**config.mk**
```make
export PLATFORM = sky130hd
export DESIGN_NAME = regfile_wb_arbiter_flat
export DESIGN_NICKNAME = d
export VERILOG_FILES = /design/src/rtl/regfile_wb_arbiter_pkg.sv /design/src/rtl/regfile_wb_arbiter_if.sv /design/src/rtl/regfile_wb_arbiter_rr_arbiter.sv /design/src/rtl/regfile_wb_arbiter.sv /design/src/flat_wrapper.sv
export SDC_FILE = /design/constraint.sdc
export NUM_CORES = 1
export LEC_CHECK = 0
export CORE_MARGIN = 3
export CORE_UTILIZATION = 34
export CTS_BUF_LIST = sky130_fd_sc_hd__clkbuf_16
export DETAILED_ROUTE_END_ITERATION = 12
export PLACE_DENSITY = 0.79
export SYNTH_ARGS = -nofsm -noshare
export SYNTH_HDL_FRONTEND = slang
export SYNTH_SLANG_ARGS = --single-unit
```
**constraint.sdc**
```tcl
create_clock -name clk -period 2.6 [get_ports clk]
set_input_delay 0.52 -clock clk [delete_from_list [all_inputs] [get_ports clk]]
set_output_delay 0.52 -clock clk [all_outputs]
set_load 0.01 [all_outputs]
```
**src/rtl/regfile_wb_arbiter_pkg.sv**
```systemverilog
// regfile_pkg: shared widths and the writeback request record used by the
// regfile writeback arbiter and its bench.
package regfile_pkg;
    localparam int XLEN        = 32;
    localparam int REG_ADDR_W  = 5;
    localparam int NUM_REGS    = 32;
    localparam int STALL_CNT_W = 16;

    typedef struct packed {
        logic [REG_ADDR_W-1:0] rd;
        logic [XLEN-1:0]       data;
    } wb_req_t;
endpackage

```
**src/rtl/regfile_wb_arbiter_if.sv**
```systemverilog
// regfile_wb_arbiter_if: writeback requester bundle plus the regfile write
// bus and hazard outputs of the arbiter.
//   master : requester side (drives req_valid/req_reg/req_data/wb_hold)
//   slave  : arbiter side (drives req_ready, rf_*, pending, stall_cnt)
interface regfile_wb_arbiter_if
    import regfile_pkg::*;
#(
    parameter int NUM_REQ = 4
);
    logic [NUM_REQ-1:0]                  req_valid;
    logic [NUM_REQ-1:0][REG_ADDR_W-1:0]  req_reg;
    logic [NUM_REQ-1:0][XLEN-1:0]        req_data;
    logic [NUM_REQ-1:0]                  req_ready;
    logic                                wb_hold;
    logic                                rf_write;
    logic [REG_ADDR_W-1:0]               rf_writeReg;
    logic [XLEN-1:0]                     rf_writeData;
    logic [NUM_REGS-1:0]                 pending;
    logic [NUM_REQ-1:0][STALL_CNT_W-1:0] stall_cnt;

    modport master (
        output req_valid, req_reg, req_data, wb_hold,
        input  req_ready, rf_write, rf_writeReg, rf_writeData, pending, stall_cnt
    );

    modport slave (
        input  req_valid, req_reg, req_data, wb_hold,
        output req_ready, rf_write, rf_writeReg, rf_writeData, pending, stall_cnt
    );
endinterface

```
**src/rtl/regfile_wb_arbiter_rr_arbiter.sv**
```systemverilog
// rr_arbiter: round-robin arbiter owning the rotation pointer.
//   clk, rst : clock, synchronous active-high reset (pointer -> 0)
//   i_req    : request vector
//   i_en     : grant enable; no grant while low
//   o_gnt    : one-hot grant (combinational)
//   o_idx    : encoded grant index (valid when o_vld)
//   o_vld    : a grant is made this cycle
module rr_arbiter #(
    parameter int NUM_REQ = 4
) (
    input  logic                       clk,
    input  logic                       rst,
    input  logic [NUM_REQ-1:0]         i_req,
    input  logic                       i_en,
    output logic [NUM_REQ-1:0]         o_gnt,
    output logic [$clog2(NUM_REQ)-1:0] o_idx,
    output logic                       o_vld
);
    localparam int IW = $clog2(NUM_REQ);

    logic [IW-1:0] r_ptr;
    logic [IW-1:0] w_j;

    // Search starts at the pointer and wraps; first valid requester wins.
    always_comb begin
        o_gnt = '0;
        o_idx = '0;
        o_vld = 1'b0;
        w_j   = '0;
        for (int k = 0; k < NUM_REQ; k++) begin
            w_j = IW'((int'(r_ptr) + k) % NUM_REQ);
            if (!o_vld && i_en && i_req[w_j]) begin
                o_vld      = 1'b1;
                o_idx      = w_j;
                o_gnt[w_j] = 1'b1;
            end
        end
    end

    // Grant implies valid, so every grant is an accepted transfer.
    always_ff @(posedge clk) begin
        if (rst)
            r_ptr <= '0;
        else if (o_vld)
            r_ptr <= (o_idx == IW'(NUM_REQ - 1)) ? '0 : o_idx + 1'b1;
    end
endmodule

```
**src/rtl/regfile_wb_arbiter.sv**
```systemverilog
// regfile_wb_arbiter: shares the regfile write port among NUM_REQ writeback
// requesters (round-robin), registers the granted write, and exports a
// pending-write bitmap for decode hazard logic.
//   clk, rst : clock, synchronous active-high reset
//   wb       : regfile_wb_arbiter_if.slave (requests, regfile write, pending,
//              stall counters)
// Optional: REGFILE_WB_ARB_STALL_CNT_EN enables saturating per-requester
// stall counters; otherwise stall_cnt is tied to 0.
module regfile_wb_arbiter
    import regfile_pkg::*;
#(
    parameter int NUM_REQ = 4
) (
    input  logic                 clk,
    input  logic                 rst,
    regfile_wb_arbiter_if.slave  wb
);
    localparam int IW = $clog2(NUM_REQ);

    logic [NUM_REQ-1:0] w_gnt;
    logic [IW-1:0]      w_idx;
    logic               w_gnt_vld;
    logic               w_en;
    wb_req_t            w_sel;
    wb_req_t            r_out;
    logic               r_wr;
    logic [NUM_REGS-1:0] w_pend;

    assign w_en = !wb.wb_hold && !rst;

    rr_arbiter #(.NUM_REQ(NUM_REQ)) u_arb (
        .clk   (clk),
        .rst   (rst),
        .i_req (wb.req_valid),
        .i_en  (w_en),
        .o_gnt (w_gnt),
        .o_idx (w_idx),
        .o_vld (w_gnt_vld)
    );

    assign wb.req_ready = w_gnt;

    always_comb begin
        w_sel.rd   = wb.req_reg[w_idx];
        w_sel.data = wb.req_data[w_idx];
    end

    // Output stage: address/data hold when idle, only the enable drops.
    always_ff @(posedge clk) begin
        if (rst) begin
            r_wr  <= 1'b0;
            r_out <= '0;
        end else if (w_gnt_vld) begin
            r_wr  <= 1'b1;
            r_out <= w_sel;
        end else begin
            r_wr  <= 1'b0;
        end
    end

    assign wb.rf_write     = r_wr;
    assign wb.rf_writeReg  = r_out.rd;
    assign wb.rf_writeData = r_out.data;

    // Any outstanding request or the registered write marks its target; x0
    // never reads as pending.
    always_comb begin
        w_pend = '0;
        for (int i = 0; i < NUM_REQ; i++)
            if (wb.req_valid[i]) w_pend[wb.req_reg[i]] = 1'b1;
        if (r_wr) w_pend[r_out.rd] = 1'b1;
        w_pend[0] = 1'b0;
    end

    assign wb.pending = w_pend;

`ifdef REGFILE_WB_ARB_STALL_CNT_EN
    logic [NUM_REQ-1:0][STALL_CNT_W-1:0] r_stall;

    always_ff @(posedge clk) begin
        if (rst) begin
            r_stall <= '0;
        end else begin
            for (int i = 0; i < NUM_REQ; i++)
                if (wb.req_valid[i] && !w_gnt[i] && (r_stall[i] != '1))
                    r_stall[i] <= r_stall[i] + 1'b1;
        end
    end

    assign wb.stall_cnt = r_stall;
`else
    assign wb.stall_cnt = '0;
`endif
endmodule

```
**src/flat_wrapper.sv**
```systemverilog
// flat-port wrapper written by rule: the top's interface ports become plain ports
module regfile_wb_arbiter_flat import regfile_pkg::*;
#(
    parameter int NUM_REQ = 4
)
  (clk, rst, wb_req_valid, wb_req_reg, wb_req_data, wb_wb_hold, wb_req_ready, wb_rf_write, wb_rf_writeReg, wb_rf_writeData, wb_pending, wb_stall_cnt);
  regfile_wb_arbiter_if #(.NUM_REQ(NUM_REQ)) wb_i ();
  input  logic clk;
  input  logic rst;
  input wire logic [$bits(wb_i.req_valid)-1:0] wb_req_valid;
  input wire logic [$bits(wb_i.req_reg)-1:0] wb_req_reg;
  input wire logic [$bits(wb_i.req_data)-1:0] wb_req_data;
  input wire logic [$bits(wb_i.wb_hold)-1:0] wb_wb_hold;
  output wire logic [$bits(wb_i.req_ready)-1:0] wb_req_ready;
  output wire logic [$bits(wb_i.rf_write)-1:0] wb_rf_write;
  output wire logic [$bits(wb_i.rf_writeReg)-1:0] wb_rf_writeReg;
  output wire logic [$bits(wb_i.rf_writeData)-1:0] wb_rf_writeData;
  output wire logic [$bits(wb_i.pending)-1:0] wb_pending;
  output wire logic [$bits(wb_i.stall_cnt)-1:0] wb_stall_cnt;
  assign wb_i.req_valid = wb_req_valid;
  assign wb_i.req_reg = wb_req_reg;
  assign wb_i.req_data = wb_req_data;
  assign wb_i.wb_hold = wb_wb_hold;
  assign wb_req_ready = wb_i.req_ready;
  assign wb_rf_write = wb_i.rf_write;
  assign wb_rf_writeReg = wb_i.rf_writeReg;
  assign wb_rf_writeData = wb_i.rf_writeData;
  assign wb_pending = wb_i.pending;
  assign wb_stall_cnt = wb_i.stall_cnt;
  regfile_wb_arbiter #(.NUM_REQ(NUM_REQ)) u_core (.clk(clk), .rst(rst), .wb(wb_i));
endmodule
```
==> key figures <==
Timing
  • RSZ-0062 raised after global routing: yes
  • Worst-margin pin slew: 0.9785 ns
  • Max-slew violations: 0
  • Max_slew headroom: 0.3475
  • Fin crit period: 2.754 ns
  • Period utilization: 1.059
  • Final setup fails: 40
  • Worst Skew: 0.002709 ns
  • Final worst slack: -0.1543 ns
  • Fmax: 363.1 MHz
  • Fin. Hold Viols: 0

Setup path
  • Crit path DAT: 2.23 ns
  • CP max stage cell: or3_4
  • Crit path capture type: output port
  • Crit path buf inv count: 2
  • Worst EP required: about 2.1 ns
  • CP top delay family: simple AND/OR/NAND/NOR gates
  • CP max stage delay: 0.45 ns
  • Worst setup SP type: input pin
  • R2R cell count: 13
  • Worst-path fanout max: 7
  • CP cell instances: clkdlybuf4s15_1 > or3_4 > o2bb2ai_4 > and2_4 > nor2_2 > a222oi_1 > nand2_1 > buf_2
  • WP depth: 8
  • CP Class: input pin to output port

Layout
  • Fin util: 0.6097
  • Design area: 7787 µm²
  • Area Overhead vs Synth: 72.84%
  • Final-stage net count: 963
  • Share of cells above drive strength 1: 0.2857
  • Diodes inserted: 0

Status
  • Status: finished, violations left
  • Failing checks: negative setup slack

Global routing
  • Initial antenna violation count: 0
  • Total track usage: 0.2442
  • Vias in the first global route: 5304
  • Total gr overflow: 0
  • Largest net degree at the start of global routing: 40
  • First-pass GRT wire length: 28510 µm

Clocking
  • Clock root buffer: clkbuf_16
  • CTS Sinks: 40
  • Max Root-Sink Buffers: 2
  • CTS Buf Count: 5
  • Clk Latency, worst-skew pair: 0.28 ns
  • CTS clk-pin slew, worst paths: 0.06 ns
  • CTS tree: built
  • H-tree depth: 2

Yosys
  • Avg Cell Area, Syn: 9.047 µm²
  • Count of state elements after synthesis: 40
  • Post-synth cell types: 48
  • Most numerous cell in the Yosys netlist: buf_4
  • Synth top cells by count: buf_4 (69), nor2_1 (43), dfxtp_1 (40)
  • YS warnings: 0
  • Syn Std Cell Area: about 4500 µm²
  • Cells after Synth: about 500
  • Synth top area share: 0.1777
  • Number of flops mapped to enable cells by yosys: 0
  • Top cell type by total area after synthesis: dfxtp_1
  • Synth top area cells: dfxtp_1 (18%), mux4_2 (16%), buf_4 (11%)
  • Register area share after synthesis: 0.1777
  • Ys flop type: dfxtp_1
  • Post-synthesis async set-or-reset flop share: 0

Place
  • Post-DP HPWL: 15280 µm
  • Placed inst area: roughly 7300 µm²
  • Gpl congestion: 0.9237
  • IO buf count: between 200 and 250
  • Worst slack, placed: -0.7149 ns

Power
  • Sw power: 1094 µW
  • VDD IR-drop max: 0.2993 mV
  • Seq pwr share: 0.248
  • Clk pwr share: 0.204
  • PwrDens: 414.6 nW/µm²
  • Final Power: 3228 µW
  • Int Pwr: roughly 2100 µW
  • Sw frac: 0.3387
  • Leak Pwr: 0.003208 µW
  • Gate power share: 0.548

Detailed routing
  • Vias per cell: 5.603
  • Wire per inst: about 20 µm
  • Via count: 5474
  • Drt first pass iters: 6
  • Initial DRC Count: 544
  • Total routed wirelength: 19890 µm
  • DRT antenna net count: 0
  • DRC Markers: 0

Floorplan
  • Die area: between 10000 and 15000 µm²
  • Core area: 12770 µm²
  • Die height: 121.1 µm
  • Die Span X: 121.1 µm
  • Rows: 41
  • IO Pins: 293
  • Starting density of the core: 0.3527

Flow run
  • Max Cap Viol: 0

Hold path
  • Worst Hold Class: flip-flop to flip-flop
  • Hold path cells: 1
[layout by cell type, fill, tap and decap left out, types with 5 or more instances in the layout]
cell             count
a22o_1              37
a22oi_1             30
buf_12               5
buf_4               84
buf_6               13
buf_8                6
clkbuf_16            6
clkbuf_2            12
clkdlybuf4s50_1    168
conb_1              65
dfxtp_1             38
dlygate4sd2_1       33
dlymetal6s2s_1       7
mux4_2              37
nand2_1             31
nand3_1             23
nand3b_1            19
nor2_1              37
nor2_2               5
nor3b_1             19
o221ai_1            15
o22ai_1             15
or2_2                6
[power by group through the flow]
stage / combinational, µW / sequential, µW / clock, µW
after floorplan: 848 / 832 / 0
after detailed placement: 1620 / 811 / 0
after global routing: 1860 / 813 / 699
after global placement: 1590 / 807 / 0
final: 1770 / 802 / 657
after CTS: 1730 / 800 / 675
[routing by layer]
metal	vias up	part of all wire	wire (µm)	track usage
met3	52	0.089	1771	0.04569
met5	-	0	0	0
met1	2609	0.38	7645	0.2951
met4	0	0.028	559	0.08144
li1	2434	-	-	-
met2	379	0.50	9916	0.4342
[final timing paths]
check	end	from	slack [ns]
setup / recovery	wb_req_ready[0]	wb_wb_hold	-0.15
hold / removal	u_core.wb.rf_writeData[10]$_SDFFE_PP0P_	u_core.wb.rf_writeData[10]$_SDFFE_PP0P_	0.48
setup reg to reg	u_core.wb.rf_writeData[2]$_SDFFE_PP0P_	u_core.u_arb.r_ptr[0]$_SDFFE_PP0P_	-0.10
hold reg to reg	u_core.wb.rf_writeData[10]$_SDFFE_PP0P_	u_core.wb.rf_writeData[10]$_SDFFE_PP0P_	0.48
[cell families (layout without fill, tap and decap cells)]
| group | Yosys count | count (layout) | share of synthesized area |
|---|---|---|---|
| multiplexers | 45 | 45 | 0.2077 |
| adder cells (fa/ha/maj) | 4 | 4 | 0.01111 |
| XOR/XNOR | 1 | 1 | 0.001944 |
| AO/OA/AOI/OAI | 124 | 125 | 0.2211 |
| other | 1 | 65 | 0.0008323 |
| flip-flops | 40 | 40 | 0.1777 |
| AND/OR/NAND/NOR | 179 | 179 | 0.2224 |
| buffers and inverters | 104 | 346 | 0.1572 |
[sequential cells by signal, indices dropped and copies added (netlist names)]
| signal | count |
|---|---|
| u_core.wb.rf_writeReg | 5 |
| u_core.wb.rf_writeData | 32 |
| u_core.wb.rf_write | 1 |
| u_core.u_arb.r_ptr | 2 |
[metrics by stage]
stage               setup TNS, ns  std cells  hold WS [ns]
finish                     -2.605        977        0.4755
global route               -5.894        977        0.4938
CTS                        -2.164        974        0.4814
detailed placement         -35.84        950        0.4590
global placement           -32.75        950        0.4566
floorplan                       0        562        0.5110
[cell type report]
cell class	instances	area [µm²]
clock buffer	6	150.1
clock inverter	2	12.51
fill	1062	4986
inverter	3	15.01
multi-input combinational	419	3452
sequential	40	805.8
tap	172	215.2
timing repair buffer	335	3137
[what timing repair did]
| action | in CTS | in global routing |
|---|---|---|
| resized for setup | 134 | 45 |
| hold buffers | 0 | 0 |
| pin swaps | 15 | 9 |
| cloned | 0 | 1 |
| setup buffers | 16 | 3 |
| endpoints found under the setup margin | 73 | 72 |
[worst reg2reg max path: cells and delay by family (launching register included)]
| kind | cells | cell delay, ns |
|---|---|---|
| buffers and inverters | 6 | 0.70 |
| adders and majority gates | 1 | 0.23 |
| AOI/OAI and AO/OA | 2 | 0.37 |
| DFF | 1 | 0.36 |
| muxes | 2 | 0.69 |
| and+or+nand+nor | 2 | 0.24 |
(Power assumes the default switching activity.)
